$ cat config.mk
export PLATFORM = sky130hd
export DESIGN_NAME = crc5_arb_flat
export DESIGN_NICKNAME = d
export VERILOG_FILES = /design/src/rtl/crc5_arb_if.sv /design/src/rtl/crc5_arb.sv /design/src/flat_wrapper.sv
export SDC_FILE = /design/constraint.sdc
export NUM_CORES = 1
export LEC_CHECK = 0
export ABC_AREA = 1
export BUFFER_PORTS_ARGS = -buffer_cell sky130_fd_sc_hd__buf_2
export CAP_MARGIN = 40
export CELL_PAD_IN_SITES_DETAIL_PLACEMENT = 0
export CELL_PAD_IN_SITES_GLOBAL_PLACEMENT = 1
export CORE_MARGIN = 5
export CORE_UTILIZATION = 41
export DETAILED_ROUTE_END_ITERATION = 10
export HOLD_SLACK_MARGIN = 0.15
export MAX_ROUTING_LAYER = met4
export PLACE_DENSITY_LB_ADDON = 0.1
export SETUP_SLACK_MARGIN = 0.2
export SLEW_MARGIN = 10
export SYNTH_ARGS = -nofsm -noshare
export SYNTH_HDL_FRONTEND = slang
export SYNTH_SLANG_ARGS = --single-unit
$ cat constraint.sdc
create_clock -name clk -period 17.55 [get_ports clk]
set_input_delay 3.51 -clock clk [delete_from_list [all_inputs] [get_ports clk]]
set_output_delay 3.51 -clock clk [all_outputs]
set_load 0.01 [all_outputs]
$ cat src/rtl/crc5_arb_if.sv
// Requester/response bus for crc5_arb: two 64-bit requesters in, one CRC response stream out.
interface crc5_arb_if;
    localparam int unsigned DATA_W = 64;
    localparam int unsigned CRC_W  = 5;
    localparam int unsigned SEQ_W  = 4;

    logic              req0_valid;
    logic [DATA_W-1:0] req0_data;
    logic              req0_last;
    logic              req0_ready;

    logic              req1_valid;
    logic [DATA_W-1:0] req1_data;
    logic              req1_last;
    logic              req1_ready;

    logic              rsp_valid;
    logic              rsp_ready;
    logic [CRC_W-1:0]  rsp_crc;
    logic              rsp_id;
    logic              rsp_last;
    logic [SEQ_W-1:0]  rsp_seq;

    // Requesters and the response consumer
    modport master (
        output req0_valid, req0_data, req0_last,
        input  req0_ready,
        output req1_valid, req1_data, req1_last,
        input  req1_ready,
        input  rsp_valid, rsp_crc, rsp_id, rsp_last, rsp_seq,
        output rsp_ready
    );

    // The arbiter itself
    modport slave (
        input  req0_valid, req0_data, req0_last,
        output req0_ready,
        input  req1_valid, req1_data, req1_last,
        output req1_ready,
        output rsp_valid, rsp_crc, rsp_id, rsp_last, rsp_seq,
        input  rsp_ready
    );
endinterface

$ cat src/rtl/crc5_arb.sv
// Two-requester round-robin arbiter with frame lock; per-word CRC5 (x^5+x^2+1)
// tagged with requester id, last flag and per-requester word index, queued in a
// response FIFO of RSP_DEPTH entries (power of two).
module crc5_arb #(
    parameter int unsigned RSP_DEPTH = 4
) (
    input  logic       clk,
    input  logic       rst_n,
    crc5_arb_if.slave  bus
);
    localparam int unsigned DATA_W = 64;
    localparam int unsigned CRC_W  = 5;
    localparam int unsigned SEQ_W  = 4;
    localparam int unsigned PTR_W  = (RSP_DEPTH > 1) ? $clog2(RSP_DEPTH) : 1;
    localparam int unsigned CNT_W  = PTR_W + 1;
    localparam logic [CNT_W-1:0] DEPTH_C = CNT_W'(RSP_DEPTH);
    localparam logic [CRC_W-1:0] POLY_LO = 5'b00101;

    typedef struct packed {
        logic [CRC_W-1:0] crc;
        logic             id;
        logic             last;
        logic [SEQ_W-1:0] seq;
    } rsp_t;

    // OPEN: free arbitration; LOCKn: requester n is mid-frame and owns the grant
    typedef enum logic [1:0] {
        ST_OPEN  = 2'd0,
        ST_LOCK0 = 2'd1,
        ST_LOCK1 = 2'd2
    } state_t;

    state_t           state_q, state_d;
    logic             prio_q, prio_d;       // requester that wins the next tie
    logic [SEQ_W-1:0] seq0_q, seq0_d;
    logic [SEQ_W-1:0] seq1_q, seq1_d;

    rsp_t             mem_q [RSP_DEPTH];
    rsp_t             mem_d [RSP_DEPTH];
    logic [PTR_W-1:0] wr_ptr_q, wr_ptr_d;
    logic [PTR_W-1:0] rd_ptr_q, rd_ptr_d;
    logic [CNT_W-1:0] count_q, count_d;

    logic             gnt0_c;
    logic             gnt1_c;
    logic             push_c;
    logic             pop_c;
    logic             has_space_c;
    logic             rsp_valid_c;
    rsp_t             push_entry_c;
    rsp_t             head_c;

    // CRC of one word, zero seed: shift the word MSB first through x^5+x^2+1,
    // which yields (d(x) * x^5) mod p(x)
    function automatic logic [CRC_W-1:0] crc5_word(input logic [DATA_W-1:0] d);
        logic [CRC_W-1:0] r;
        logic             fb;
        r = '0;
        for (int i = DATA_W - 1; i >= 0; i--) begin
            fb = r[CRC_W-1] ^ d[i];
            r  = {r[CRC_W-2:0], 1'b0};
            if (fb) begin
                r = r ^ POLY_LO;
            end
        end
        return r;
    endfunction

    assign has_space_c = (count_q < DEPTH_C);
    assign rsp_valid_c = rst_n && (count_q != '0);
    assign pop_c       = rsp_valid_c && bus.rsp_ready;
    assign push_c      = gnt0_c || gnt1_c;
    assign head_c      = mem_q[rd_ptr_q];

    // Arbitration, frame lock and seq counter next-state
    always_comb begin
        state_d = state_q;
        prio_d  = prio_q;
        seq0_d  = seq0_q;
        seq1_d  = seq1_q;
        gnt0_c  = 1'b0;
        gnt1_c  = 1'b0;

        case (state_q)
            ST_LOCK0: gnt0_c = bus.req0_valid;
            ST_LOCK1: gnt1_c = bus.req1_valid;
            default: begin
                if (bus.req0_valid && bus.req1_valid) begin
                    gnt0_c = ~prio_q;
                    gnt1_c = prio_q;
                end else begin
                    gnt0_c = bus.req0_valid;
                    gnt1_c = bus.req1_valid;
                end
            end
        endcase

        // A full FIFO blocks both requesters even if the consumer pops this cycle
        if (!rst_n || !has_space_c) begin
            gnt0_c = 1'b0;
            gnt1_c = 1'b0;
        end

        if (gnt0_c) begin
            prio_d  = 1'b1;
            seq0_d  = bus.req0_last ? '0 : seq0_q + SEQ_W'(1);
            state_d = bus.req0_last ? ST_OPEN : ST_LOCK0;
        end else if (gnt1_c) begin
            prio_d  = 1'b0;
            seq1_d  = bus.req1_last ? '0 : seq1_q + SEQ_W'(1);
            state_d = bus.req1_last ? ST_OPEN : ST_LOCK1;
        end
    end

    // Response entry for the granted word
    always_comb begin
        push_entry_c      = '0;
        push_entry_c.crc  = crc5_word(gnt1_c ? bus.req1_data : bus.req0_data);
        push_entry_c.id   = gnt1_c;
        push_entry_c.last = gnt1_c ? bus.req1_last : bus.req0_last;
        push_entry_c.seq  = gnt1_c ? seq1_q : seq0_q;
    end

    // FIFO pointer, occupancy and storage next-state
    always_comb begin
        mem_d    = mem_q;
        wr_ptr_d = wr_ptr_q;
        rd_ptr_d = rd_ptr_q;
        count_d  = count_q;

        if (push_c) begin
            mem_d[wr_ptr_q] = push_entry_c;
            wr_ptr_d        = wr_ptr_q + PTR_W'(1);
        end
        if (pop_c) begin
            rd_ptr_d = rd_ptr_q + PTR_W'(1);
        end

        case ({push_c, pop_c})
            2'b10:   count_d = count_q + CNT_W'(1);
            2'b01:   count_d = count_q - CNT_W'(1);
            default: count_d = count_q;
        endcase
    end

    // Arbiter state registers
    always_ff @(posedge clk) begin
        if (!rst_n) begin
            state_q <= ST_OPEN;
            prio_q  <= 1'b0;
            seq0_q  <= '0;
            seq1_q  <= '0;
        end else begin
            state_q <= state_d;
            prio_q  <= prio_d;
            seq0_q  <= seq0_d;
            seq1_q  <= seq1_d;
        end
    end

    // FIFO registers; storage is cleared so the response fields read zero after reset
    always_ff @(posedge clk) begin
        if (!rst_n) begin
            mem_q    <= '{default: '0};
            wr_ptr_q <= '0;
            rd_ptr_q <= '0;
            count_q  <= '0;
        end else begin
            mem_q    <= mem_d;
            wr_ptr_q <= wr_ptr_d;
            rd_ptr_q <= rd_ptr_d;
            count_q  <= count_d;
        end
    end

    assign bus.req0_ready = gnt0_c;
    assign bus.req1_ready = gnt1_c;
    assign bus.rsp_valid  = rsp_valid_c;
    assign bus.rsp_crc    = head_c.crc;
    assign bus.rsp_id     = head_c.id;
    assign bus.rsp_last   = head_c.last;
    assign bus.rsp_seq    = head_c.seq;

endmodule

$ cat src/flat_wrapper.sv
// flat-port wrapper written by rule: the top's interface ports become plain ports
module crc5_arb_flat 
#(
    parameter int unsigned RSP_DEPTH = 4
)
  (clk, rst_n, bus_req0_valid, bus_req0_data, bus_req0_last, bus_req0_ready, bus_req1_valid, bus_req1_data, bus_req1_last, bus_req1_ready, bus_rsp_valid, bus_rsp_crc, bus_rsp_id, bus_rsp_last, bus_rsp_seq, bus_rsp_ready);
  crc5_arb_if bus_i ();
  input  logic clk;
  input  logic rst_n;
  input wire logic [$bits(bus_i.req0_valid)-1:0] bus_req0_valid;
  input wire logic [$bits(bus_i.req0_data)-1:0] bus_req0_data;
  input wire logic [$bits(bus_i.req0_last)-1:0] bus_req0_last;
  output wire logic [$bits(bus_i.req0_ready)-1:0] bus_req0_ready;
  input wire logic [$bits(bus_i.req1_valid)-1:0] bus_req1_valid;
  input wire logic [$bits(bus_i.req1_data)-1:0] bus_req1_data;
  input wire logic [$bits(bus_i.req1_last)-1:0] bus_req1_last;
  output wire logic [$bits(bus_i.req1_ready)-1:0] bus_req1_ready;
  output wire logic [$bits(bus_i.rsp_valid)-1:0] bus_rsp_valid;
  output wire logic [$bits(bus_i.rsp_crc)-1:0] bus_rsp_crc;
  output wire logic [$bits(bus_i.rsp_id)-1:0] bus_rsp_id;
  output wire logic [$bits(bus_i.rsp_last)-1:0] bus_rsp_last;
  output wire logic [$bits(bus_i.rsp_seq)-1:0] bus_rsp_seq;
  input wire logic [$bits(bus_i.rsp_ready)-1:0] bus_rsp_ready;
  assign bus_i.req0_valid = bus_req0_valid;
  assign bus_i.req0_data = bus_req0_data;
  assign bus_i.req0_last = bus_req0_last;
  assign bus_req0_ready = bus_i.req0_ready;
  assign bus_i.req1_valid = bus_req1_valid;
  assign bus_i.req1_data = bus_req1_data;
  assign bus_i.req1_last = bus_req1_last;
  assign bus_req1_ready = bus_i.req1_ready;
  assign bus_rsp_valid = bus_i.rsp_valid;
  assign bus_rsp_crc = bus_i.rsp_crc;
  assign bus_rsp_id = bus_i.rsp_id;
  assign bus_rsp_last = bus_i.rsp_last;
  assign bus_rsp_seq = bus_i.rsp_seq;
  assign bus_i.rsp_ready = bus_rsp_ready;
  crc5_arb #(.RSP_DEPTH(RSP_DEPTH)) u_core (.clk(clk), .rst_n(rst_n), .bus(bus_i));
endmodule
==> metrics.md <==
| Metric | Value |
|---|---|
| # fillers | `1801` |
| Via density | `4.78` |
| CTS tree | `yes` |
| Core area | `16500 µm²` |
| ANT nets after route | `0` |
| Hold Path Class | `flop to flop` |
| Synth warn | `0` |
| Clock Tree Buf Depth | `2` |
| Row count | `47` |
| IO Pins | `149` |
| Post-synthesis simple-gate area fraction | `54.5%` |
| H-tree levels | `3` |
| Post-CTS Resized | `0` |
| Synthesized area per cell | `6.03 µm²` |
| Worst Max-Slew Pin Slew | `0.802 ns` |
| Post-synth cell types | `39` |
| Clk_skew | `0.00601 ns` |
| Synth Register Bits | `62` |
| Multi-input gate area | `4870 µm²` |
| Slew margin rel. | `46.4%` |
| Number of diodes | `0` |
| Share of cells above drive strength 1 | `31.3%` |
| Vias in the first global route | `6542` |
| Post-synthesis compound-gate area fraction | `12.0%` |
| Total CTS buffers | `9` |
| Area after DPL | `7670 µm²` |
| Asr flop ratio synth | `0%` |
| Clock Sinks | `62` |
| Via Count | `7125` |
| DIE AREA | `19400 µm²` |
| Design area | `7950 µm²` |
| Top_reg_cell synth | `dfxtp_1` |
| Synth cell count leaders | `nand2_1, nand3_1, inv_1, o21ai_0, nand2_2` |
| Kind of cell adding the most delay to the critical path | `simple AND/OR/NAND/NOR gates` |
| Dpl hpwl | `13700 µm` |
| CP endpoint kind | `flop` |
| IO buf count | `148` |
| Initial Util | `41.5%` |
| Reg-to-Reg Start | `u_core.state_q[0]` |
| Critical path's slowest cell | `buf_2` |
| Post-Route M1 WL | `8360 µm` |
| Required @ worst endpoint | `17.77 ns` |
| Seq/Total Area, Yosys | `18.1%` |
| Antenna violations before repair | `0` |
| Worst Setup Path Type | `input pin to flop` |
| Syn Nets | `1283` |
| Top cells by area, synth | `dfxtp_1, nand2_1, nand3_1` |
| Met3 wire length | `708 µm` |
| First-pass GRT wire length | `29200 µm` |
| Post-CTS Hold Buffers | `0` |
| RSZ-0062 raised after global routing | `false` |
| Crit start category | `input pin` |
| Fin nets | `1411` |
| Reg2reg path depth | `58` |
| Count leader, synth | `nand2_1` |
| Run status | `completed` |
| Slowest stage delay, CP | `0.45 ns` |
| Met2 Wirelength | `8120 µm` |
| Largest family of logic cells by synthesized area | `simple AND/OR/NAND/NOR gates` |
| Area growth from synthesis to layout | `15.9%` |
| FF-to-FF setup slack | `10.37 ns` |
| Die X | `139 µm` |
| EDFF count, synth | `0` |
| Die Height | `139 µm` |
| Crit-path max FO | `68` |
| Cells after Synth | `1138` |
| Max frequency | `101 MHz` |
| Final setup TNS | `0 ns` |
| Final wirelength | `17300 µm` |
| Final period utilization | `56.5%` |
| DR WL/cell | `11.6 µm` |
| GRT Total Usage | `17.8%` |
| GPL Wtd Cong | `0.815` |
| Residual DRC | `0` |
| Most Frequent Cell on Critical Path | `nand2_1` |
| Share of the synthesized area in the top cell type | `18.1%` |
| Root Driver | `clkbuf_16` |
| Pre-antenna DRT Iters | `4` |
| Clk_lat worst skew | `0.32 ns` |
| Mapped Area | `6860 µm²` |
| Total of max-cap violations | `0` |
| Pre-CTS WS | `7.29 ns` |
| Mux contribution to synthesized area | `1.46%` |
| Fin worst setup slack | `7.64 ns` |
| Crit path to | `u_core.mem_q[9]` |
| # Post-CTS Setup Buffers | `0` |
| Register area | `1240 µm²` |
| Pins Over Slew Limit | `0` |
| Max Used Layer | `met4` |
| Setup Viol. Count Final | `0` |
| Arrival @ worst endpoint | `10.13 ns` |
| XOR/XNOR Fraction of Synth Area | `1.13%` |
| WP buf/inv | `9` |
| Synth area leader | `dfxtp_1` |
| Final Critical Period | `9.91 ns` |
| Clk pin slew, worst setup/hold paths | `0.05 ns` |
| Iter 0 DRT Violations | `246` |
| Cells after DPL | `1475` |
| Non-Filler Instances | `1490` |
| Worst path depth | `57` |
| Critical R2R Capture | `u_core.mem_q[41]` |
| Pin count of the biggest net entering global routing | `69` |
| Gr ovfl total | `0` |
| Hold Vio Cnt, Final | `0` |
| Adder-Cell Fraction of Synth Area | `1.93%` |
| Crit path from | `rst_n` |
[cell type report]
| cell class | count | share of cell area (%) |
|---|---|---|
| tap | 220 | 3.46 |
| clock buffer | 11 | 3.18 |
| sequential | 62 | 15.6 |
| timing repair buffer | 151 | 9.70 |
| multi-input combinational | 905 | 61.3 |
| clock inverter | 4 | 0.283 |
| inverter | 137 | 6.47 |
[metrics by stage]
stage / hold slack [ns] / utilization [%]
finish: 0.454 / 48.1
global route: 0.488 / 48.1
CTS: 0.456 / 48.1
detailed placement: 0.449 / 46.4
global placement: 0.446 / 46.3
floorplan: 0.430 / -
[metal layers]
metal	vias up	GRT usage, %
met1	3099	22.8
met2	117	30.6
met4	0	1.85
met3	8	3.09
met5	-	-
li1	3901	-
[cells by family (layout without fill, tap and decap cells)]
logic type               Yosys count  in the layout
adder cells (fa/ha/maj)           10             10
buffers and inverters            171            303
AND/OR/NAND/NOR                  719            719
XOR/XNOR                           8              8
AO/OA/AOI/OAI                    158            158
flip-flops                        62             62
multiplexers                      10             10
[worst min path at each step]
| stage | cells after the start | endpoint | start |
|---|---|---|---|
| 3_3_place_gp | 2 | u_core.mem_q[12] | u_core.mem_q[12] |
| 3_5_place_dp | 2 | u_core.mem_q[12] | u_core.mem_q[12] |
| 4_1_cts | 2 | u_core.mem_q[12] | u_core.mem_q[12] |
| 6_report | 2 | u_core.mem_q[12] | u_core.mem_q[12] |
| 5_1_grt | 2 | u_core.mem_q[16] | u_core.mem_q[16] |
| 2_1_floorplan | 2 | u_core.mem_q[12] | u_core.mem_q[12] |
[registers in the layout (all words and copies together), names as in the netlist]
name / flops
u_core.count_q: 3
u_core.mem_q: 44
u_core.prio_q: 1
u_core.rd_ptr_q: 2
u_core.seq0_q: 4
u_core.seq1_q: 4
u_core.state_q: 2
u_core.wr_ptr_q: 2
[cell usage in the layout, fill, tap and decap left out, types with 3 or more instances in the layout]
| cell | netlist | routed |
|---|---|---|
| clkbuf_16 | 0 | 9 |
| a21oi_1 | 34 | 34 |
| dfxtp_1 | 62 | 62 |
| o21ai_0 | 102 | 102 |
| a31oi_1 | 3 | 3 |
| xnor2_1 | 3 | 3 |
| xor2_1 | 4 | 4 |
| inv_1 | 109 | 109 |
| nand3_1 | 139 | 139 |
| nand2_2 | 101 | 101 |
| nor2_2 | 5 | 5 |
| buf_2 | 4 | 148 |
| mux2i_1 | 10 | 10 |
| clkinv_2 | 0 | 3 |
| nor2_1 | 93 | 93 |
| nand3_2 | 25 | 25 |
| o22ai_1 | 8 | 8 |
| nand2_1 | 260 | 260 |
| o21ai_1 | 5 | 5 |
| ha_1 | 9 | 9 |
| or2_1 | 6 | 6 |
| or2_2 | 37 | 37 |
| o21a_1 | 3 | 3 |
| nand3b_1 | 17 | 17 |
| nand2_4 | 29 | 29 |
| inv_2 | 28 | 28 |
[worst reg2reg max path, delay by kind of cell (launching register included)]
| family | cells | cell delay (ns) |
|---|---|---|
| simple gates | 46 | 4.81 |
| buf+inv | 10 | 1.44 |
| fa+ha+maj | 1 | 0.39 |
| flops | 1 | 0.32 |
| compound gates | 1 | 0.12 |
Power is not shown: default switching activity piles up to over one toggle a cycle in this logic, so the estimate is an artifact.
